--- config.mk ---
export PLATFORM = sky130hd
export DESIGN_NAME = complex_mult_sequencer
export DESIGN_NICKNAME = d
export VERILOG_FILES = /design/src/rtl/complex_mult_sequencer.sv
export SDC_FILE = /design/constraint.sdc
export NUM_CORES = 1
export LEC_CHECK = 0
export ABC_AREA = 1
export CAP_MARGIN = 20
export CORE_MARGIN = 2
export CORE_UTILIZATION = 61
export CTS_CLUSTER_DIAMETER = 150
export CTS_CLUSTER_SIZE = 12
export DETAILED_ROUTE_END_ITERATION = 8
export PLACE_DENSITY = 0.83
export SLEW_MARGIN = 20
export SYNTH_ARGS = -nofsm -noshare
export SYNTH_HDL_FRONTEND = slang
export SYNTH_SLANG_ARGS = --single-unit
--- constraint.sdc ---
create_clock -name clk -period 18.45 [get_ports clk]
set_clock_uncertainty 0.05 [all_clocks]
set_input_delay 3.69 -clock clk [delete_from_list [all_inputs] [get_ports clk]]
set_output_delay 3.69 -clock clk [all_outputs]
set_load 0.05 [all_outputs]
--- src/rtl/complex_mult_sequencer.sv ---
// Sequential signed complex multiplier: one shared WIDTHxWIDTH multiplier is
// time-shared over four cycles, with a start/done handshake and held results.
module complex_mult_sequencer #(
  parameter int WIDTH = 8
) (
  input  logic                      clk,
  input  logic                      rst,
  input  logic                      start,
  input  logic signed [WIDTH-1:0]   areal,
  input  logic signed [WIDTH-1:0]   aimaginary,
  input  logic signed [WIDTH-1:0]   breal,
  input  logic signed [WIDTH-1:0]   bimaginary,
  output logic                      busy,
  output logic                      done,
  output logic signed [2*WIDTH-1:0] resultreal,
  output logic signed [2*WIDTH-1:0] resultimaginary
);

  typedef enum logic [2:0] {
    IDLE,
    MUL0,
    MUL1,
    MUL2,
    MUL3,
    DONE
  } state_t;

  state_t state, state_next;

  logic signed [WIDTH-1:0]   op_ar, op_ai, op_br, op_bi;
  logic signed [WIDTH-1:0]   mul_x, mul_y;
  logic signed [2*WIDTH-1:0] product;
  logic signed [2*WIDTH-1:0] acc_real, acc_imag;

  // Both operands are signed, so the product is sign-extended to 2*WIDTH.
  assign product = mul_x * mul_y;

  always_ff @(posedge clk) begin
    if (rst) state <= IDLE;
    else     state <= state_next;
  end

  always_comb begin
    state_next = state;
    mul_x      = '0;
    mul_y      = '0;
    case (state)
      IDLE: if (start) state_next = MUL0;
      MUL0: begin
        mul_x      = op_ar;
        mul_y      = op_br;
        state_next = MUL1;
      end
      MUL1: begin
        mul_x      = op_ai;
        mul_y      = op_bi;
        state_next = MUL2;
      end
      MUL2: begin
        mul_x      = op_ar;
        mul_y      = op_bi;
        state_next = MUL3;
      end
      MUL3: begin
        mul_x      = op_ai;
        mul_y      = op_br;
        state_next = DONE;
      end
      DONE:    state_next = IDLE;
      default: state_next = IDLE;
    endcase
  end

  // Accumulation wraps modulo 2^(2*WIDTH); results only change on the MUL3 edge.
  always_ff @(posedge clk) begin
    if (rst) begin
      op_ar           <= '0;
      op_ai           <= '0;
      op_br           <= '0;
      op_bi           <= '0;
      acc_real        <= '0;
      acc_imag        <= '0;
      resultreal      <= '0;
      resultimaginary <= '0;
      busy            <= 1'b0;
      done            <= 1'b0;
    end else begin
      busy <= (state_next != IDLE);
      done <= (state == MUL3);
      case (state)
        IDLE: begin
          if (start) begin
            op_ar    <= areal;
            op_ai    <= aimaginary;
            op_br    <= breal;
            op_bi    <= bimaginary;
            acc_real <= '0;
            acc_imag <= '0;
          end
        end
        MUL0: acc_real <= acc_real + product;
        MUL1: acc_real <= acc_real - product;
        MUL2: acc_imag <= acc_imag + product;
        MUL3: begin
          acc_imag        <= acc_imag + product;
          resultreal      <= acc_real;
          resultimaginary <= acc_imag + product;
        end
        default: ;
      endcase
    end
  end

endmodule
==> out/metrics.cfg, run 1 <==
[clocking]
cts-resized-gates=0
ctsRootBufferMaster=clkbuf_16
clk_pin_slew_ns=0.08
tritoncts=yes
numClockSinks=101
cts_buffers=9
worstSkewPairLatency_ns=0.36
cts_setup_buffers=0
cts_hold_buffers=0
cts_buffer_depth=2
htreeDepth=3

[power]
p_leak_nw=4.92
p_int_w=0.000490
power.density_nw_per_um2=90.7
p_seq_frac=0.297
power_switching_w=0.000370
vdd_ir_drop_max_uv=60.3
combinationalPowerShare=0.465
p_clk_frac=0.238
p_sw_frac=0.431

[detailed_routing]
num_vias=7569
ant_nets=0
drt_iter0_markers=586
viasPerCell=5.25
wl_microns=19800
drtPass1Iterations=5
wl_per_cell_microns=13.7
remaining_drc_errors=0

[worst_setup_path]
cp-start-kind=flip-flop
critPathMaxStageDelay_ns=0.73
crit_slowest_cell=o22ai_1
required_ns=18.60
end_kind=flip-flop
crit_top_cell=nand2_1
worstSetupPathType=reg -> reg
critPathMaxFanout=8
crit_arrival_ns=7.30

[sta]
final_max_slew_viol_count=0
slew_headroom=0.366
fin_ws_ns=11.30
post-route-period-util=0.388
tightest_slew_ns=0.952
hold_viol=0
setup_tns_ns=0
setup_viol=0
rsz0062_at_grt=false
max_freq_ghz=0.140
fin_crit_ns=7.15

[finish]
layout-drive-gt1-share=0.0418
diodes=0
nNetsFinal=1413
final_cell_mix=inv_1 (272), nand2_1 (264), a21oi_1 (103)
area_growth_pct=13.7
final_area_sq_um=9480
mostFrequentLayoutCell=inv_1
fillers=1116

[floorplanning]
fp-row-count=42
dieArea_sq_um=14600
start_util=0.627
core_sq_um=13300
io_pins=69
die_w_microns=121
dieHeight_microns=121

[run_status]
outcome=complete, no violations

[yosys]
netlist_area_sq_um=8340
ys_types=39
syn_avg_cell_area_sq_um=6.91
ys_async_sr_fraction=0
ys_ff_latch=101
syn_inst=1207
syn_nets=1358
synth_ff_type=dfxtp_1
seq_area_frac_synth=0.242
yosysWarnings=0
synth_edf_count=0

[global_route]
grt_pass1_vias=7373
grt_antenna_before_repair=0
track_usage=0.286
grt_overflow=0
grt_max_degree=63
grt_pass1_wl_microns=33900

[place]
numPortBuffers=68
dp_hpwl_microns=15100
post-place-ws_ns=11.41
globalplace.congestion=0.978
placed_area_sq_um=9160

[min_path]
min_path_type=reg -> reg

[run]
max_cap_violations=0

-- layer usage --
metal  part of all wire  vias up  routed length [microns]  track usage
met5                  0        -                        0            0
met4              0.015        0                      297       0.0741
met3              0.069       20                     1360       0.0583
met2               0.46      249                     9140        0.466
met1               0.45     3460                     8980        0.389
li1                   -     3840                        -            -
-- synthesized netlist by cell type, types with 6 or more instances --
cell	instances	area, sq um
nand3_1	47	235
nand4_1	6	37.5
a21o_1	6	45.0
clkbuf_1	23	86.3
or2_2	12	75.1
fa_1	58	1160
xor2_1	18	158
o21ai_0	80	400
nor3_1	7	35.0
nand2_1	264	991
a21oi_1	103	515
dfxtp_1	101	2020
nand3b_1	6	45.0
inv_1	272	1020
nor2_1	78	293
o22ai_1	16	100
ha_1	58	726
xnor2_1	10	87.6
-- sequential cells by signal (all words and copies together), names as in the netlist --
register / count
done: 1
resultimaginary: 16
acc_imag: 16
op_ai: 8
op_bi: 8
acc_real: 16
state: 3
op_br: 8
op_ar: 8
busy: 1
resultreal: 16
-- kinds of logic after synthesis --
kind of cell / after synthesis / synth area share
compound gates: 226 / 0.146
fa+ha+maj: 116 / 0.226
flops: 101 / 0.242
buf+inv: 302 / 0.137
xor+xnor: 30 / 0.0333
simple gates: 432 / 0.216
-- path summary, 6_finish.rpt --
check / slack (ns) / cells after the start / start / end
min reg2reg: 0.41 / 2 / op_br[5] / op_br[5]
max: 11.30 / 31 / state[0] / acc_real[15]
min: 0.41 / 2 / op_br[5] / op_br[5]
max reg2reg: 11.30 / 31 / state[0] / acc_real[15]
-- worst max-delay path: cells and delay by family, from the launching register on --
family	cells	cell delay [ns]
XOR/XNOR	1	0.16
AO/OA/AOI/OAI	7	1.90
adder cells (fa/ha/maj)	6	2.47
AND/OR/NAND/NOR	12	1.70
buffers and inverters	5	0.35
flip-flops	1	0.34
-- power groups by stage --
stage / sequential (W) / clock (W) / combinational [W]
2_1_floorplan: 0.000265 / 0 / 0.000290
3_3_place_gp: 0.000260 / 0 / 0.000376
3_5_place_dp: 0.000260 / 0 / 0.000386
4_1_cts: 0.000255 / 0.000205 / 0.000391
5_1_grt: 0.000259 / 0.000214 / 0.000448
6_report: 0.000255 / 0.000205 / 0.000400
-- cell type report --
| type | instances | area, sq um | area share |
|---|---|---|---|
| Clock inverter | 7 | 93.8 | 0.00990 |
| Multi-Input combinational cell | 804 | 5190 | 0.547 |
| Sequential cell | 101 | 2020 | 0.213 |
| Inverter | 275 | 1030 | 0.109 |
| Clock buffer | 9 | 225 | 0.0238 |
| Tap cell | 176 | 220 | 0.0232 |
| Timing Repair Buffer | 71 | 698 | 0.0736 |
-- through the flow --
stage	utilization	power [W]	instances	hold WS (ns)
2_1_floorplan	-	0.000556	1207	0.379
3_3_place_gp	0.689	0.000635	1427	0.390
3_5_place_dp	0.689	0.000646	1427	0.398
4_1_cts	0.713	0.000851	1443	0.407
5_1_grt	0.713	0.000921	1443	0.441
6_report	0.713	0.000860	1443	0.407
No activity file was read; power rests on OpenSTA's default activity.
==> inputs of run 2 (changes only) <==
--- a/config.mk
+++ b/config.mk
@@ -8,11 +8,11 @@
 export ABC_AREA = 1
 export CAP_MARGIN = 20
 export CORE_MARGIN = 2
-export CORE_UTILIZATION = 61
+export CORE_UTILIZATION = 54
 export CTS_CLUSTER_DIAMETER = 150
 export CTS_CLUSTER_SIZE = 12
 export DETAILED_ROUTE_END_ITERATION = 8
-export PLACE_DENSITY = 0.83
+export PLACE_DENSITY = 0.78
 export SLEW_MARGIN = 20
 export SYNTH_ARGS = -nofsm -noshare
 export SYNTH_HDL_FRONTEND = slang
==> constraint.sdc (replaced) <==
create_clock -name clk -period 6.4 [get_ports clk]
set_clock_uncertainty 0.05 [all_clocks]
set_input_delay 1.28 -clock clk [delete_from_list [all_inputs] [get_ports clk]]
set_output_delay 1.28 -clock clk [all_outputs]
set_load 0.05 [all_outputs]
==> out/metrics.cfg, run 2 (synthesis gave the netlist of run 1 again) <==
[finish]
diodes=0  ; unchanged
mostFrequentLayoutCell=inv_1
nNetsFinal=1496  ; +5.9%
final_cell_mix=inv_1 (261), nand2_1 (238), a21oi_1 (99)
area_growth_pct=26.9
layout-drive-gt1-share=0.162  ; +0.120
final_area_sq_um=10600  ; +12%
fillers=1187  ; +6.4%

[detailed_routing]
wl_microns=21900  ; +11%
drt_iter0_markers=546  ; -6.8%
ant_nets=0  ; unchanged
drtPass1Iterations=6  ; +1
num_vias=8029  ; +6.1%
remaining_drc_errors=0  ; unchanged
viasPerCell=5.22  ; -0.47%
wl_per_cell_microns=14.2  ; +3.7%

[worst_setup_path]
required_ns=6.64  ; -11.96 ns
critPathMaxStageDelay_ns=0.54  ; -0.19 ns
reg2regPathDepth=29  ; -6.5%
timing.rr.start=state[1]
crit_slowest_cell=fa_1
crit_top_cell=inv_1
crit_arrival_ns=6.54  ; -0.76 ns
cp-start-kind=flip-flop
regToRegSetupSlack_ns=0.10  ; -11.20 ns
r2r-end=acc_real[15]
critPathBufInv=7  ; +2
critPathMaxFanout=8  ; unchanged
worstSetupPathType=reg -> reg
end_kind=flip-flop
path_depth=29  ; -6.5%
timing.critical_path.max_delay_family=adder cells

[clocking]
htreeDepth=3  ; unchanged
cts_hold_buffers=0  ; unchanged
cts_buffer_depth=2  ; unchanged
clk_pin_slew_ns=0.07  ; about the same
ctsRootBufferMaster=clkbuf_16
cts_buffers=9  ; unchanged
worstSkewPairLatency_ns=0.36  ; about the same
numClockSinks=101  ; unchanged
tritoncts=yes

[global_route]
track_usage=0.258  ; -0.0279
grt_antenna_before_repair=0  ; unchanged
grt_max_degree=63  ; unchanged
grt_pass1_vias=7578  ; +2.8%
grt_overflow=0  ; unchanged
grt_pass1_wl_microns=34300  ; +1.2%

[min_path]
hold_path_depth=2  ; unchanged
min_path_type=reg -> reg
whs_endpoint=op_ar[3]
hp-start=op_ar[3]

[floorplanning]
start_util=0.551  ; -0.0766
fp-row-count=45  ; +7.1%
io_pins=69  ; unchanged
dieArea_sq_um=16500  ; +13%
die_w_microns=128  ; +6.1%
core_sq_um=15100  ; +14%
dieHeight_microns=128  ; +6.1%

[sta]
tightest_slew_ns=1.03  ; +0.0803 ns
setup_viol=0  ; unchanged
hold_ws_ns=0.416  ; +0.00931 ns
final_max_slew_viol_count=0  ; unchanged
setup_tns_ns=0  ; unchanged
max_freq_ghz=0.159  ; +14%
fin_crit_ns=6.30  ; -0.854 ns
hold_viol=0  ; unchanged
post-route-period-util=0.984  ; +0.596
slew_headroom=0.309  ; -0.0561
rsz0062_at_grt=true

[run_status]
outcome=complete, no violations

[power]
vdd_ir_drop_max_uv=229  ; +280%
p_leak_nw=5.37  ; +9.1%
power.density_nw_per_um2=267  ; +190%

[place]
placed_area_sq_um=9710  ; +6.1%
numPortBuffers=68  ; unchanged
dp_hpwl_microns=15700  ; +3.7%
globalplace.congestion=0.912  ; -6.8%

[run]
max_cap_violations=0  ; unchanged

run 2: worst max path at each step:
stage                               to     start
after global routing      acc_real[14]  state[0]
after floorplan           acc_real[15]  state[0]
final                     acc_real[15]  state[1]
after CTS                 acc_real[15]  state[0]
after global placement    acc_real[15]  state[1]
after detailed placement  acc_real[15]  state[1]
run 2: routing by layer:
layer / share of wire / global-route usage / vias to the layer above / wire length (microns)
li1: - / - / 4023 / -
met1: 0.43 / 0.328 / 3759 / 9490
met2: 0.49 / 0.444 / 199 / 10800
met3: 0.044 / 0.0392 / 48 / 970
met4: 0.027 / 0.0957 / 0 / 590
met5: 0 / 0 / - / 0
run 2: cell type report:
type / count / area, sq um / share of cell area
clock buffer: 11 / 233 / 0.0220
clock inverter: 5 / 60.1 / 0.00567
inverter: 275 / 1030 / 0.0975
multi-input combinational: 804 / 5640 / 0.532
sequential: 101 / 2030 / 0.192
tap: 188 / 235 / 0.0222
timing repair buffer: 154 / 1360 / 0.128
run 2: what timing repair did:
action,in CTS,in global routing
buffers inserted,0,14
pin swaps,0,37
resized for setup,7,105
endpoints found under the hold margin,0,0
setup endpoints to repair,2,16
run 2: metrics by stage:
step | setup slack (ns) | power (W) | cells | utilization
2_1_floorplan | 0.386 | 0.00160 | 1207 | -
3_3_place_gp | 0.0943 | 0.00199 | 1510 | 0.641
3_5_place_dp | -0.0363 | 0.00201 | 1511 | 0.641
4_1_cts | 0.0370 | 0.00257 | 1527 | 0.663
5_1_grt | -0.235 | 0.00302 | 1538 | 0.699
6_report | 0.103 | 0.00283 | 1538 | 0.699
run 2: power by group:
group	internal, W	switching, W
clock network	0.000305	0.000245
logic	0.000648	0.000886
registers	0.000695	0.0000501
run 2: worst reg2reg max path, delay by kind of cell (launching register included):
kind                       cells  cell delay, ns
AOI/OAI and AO/OA              7            1.37
xor gates and xnor gates       1            0.19
adders and majority gates      6            2.56
buffers and inverters          7            0.56
DFF                            1            0.37
and+or+nand+nor                8            1.16
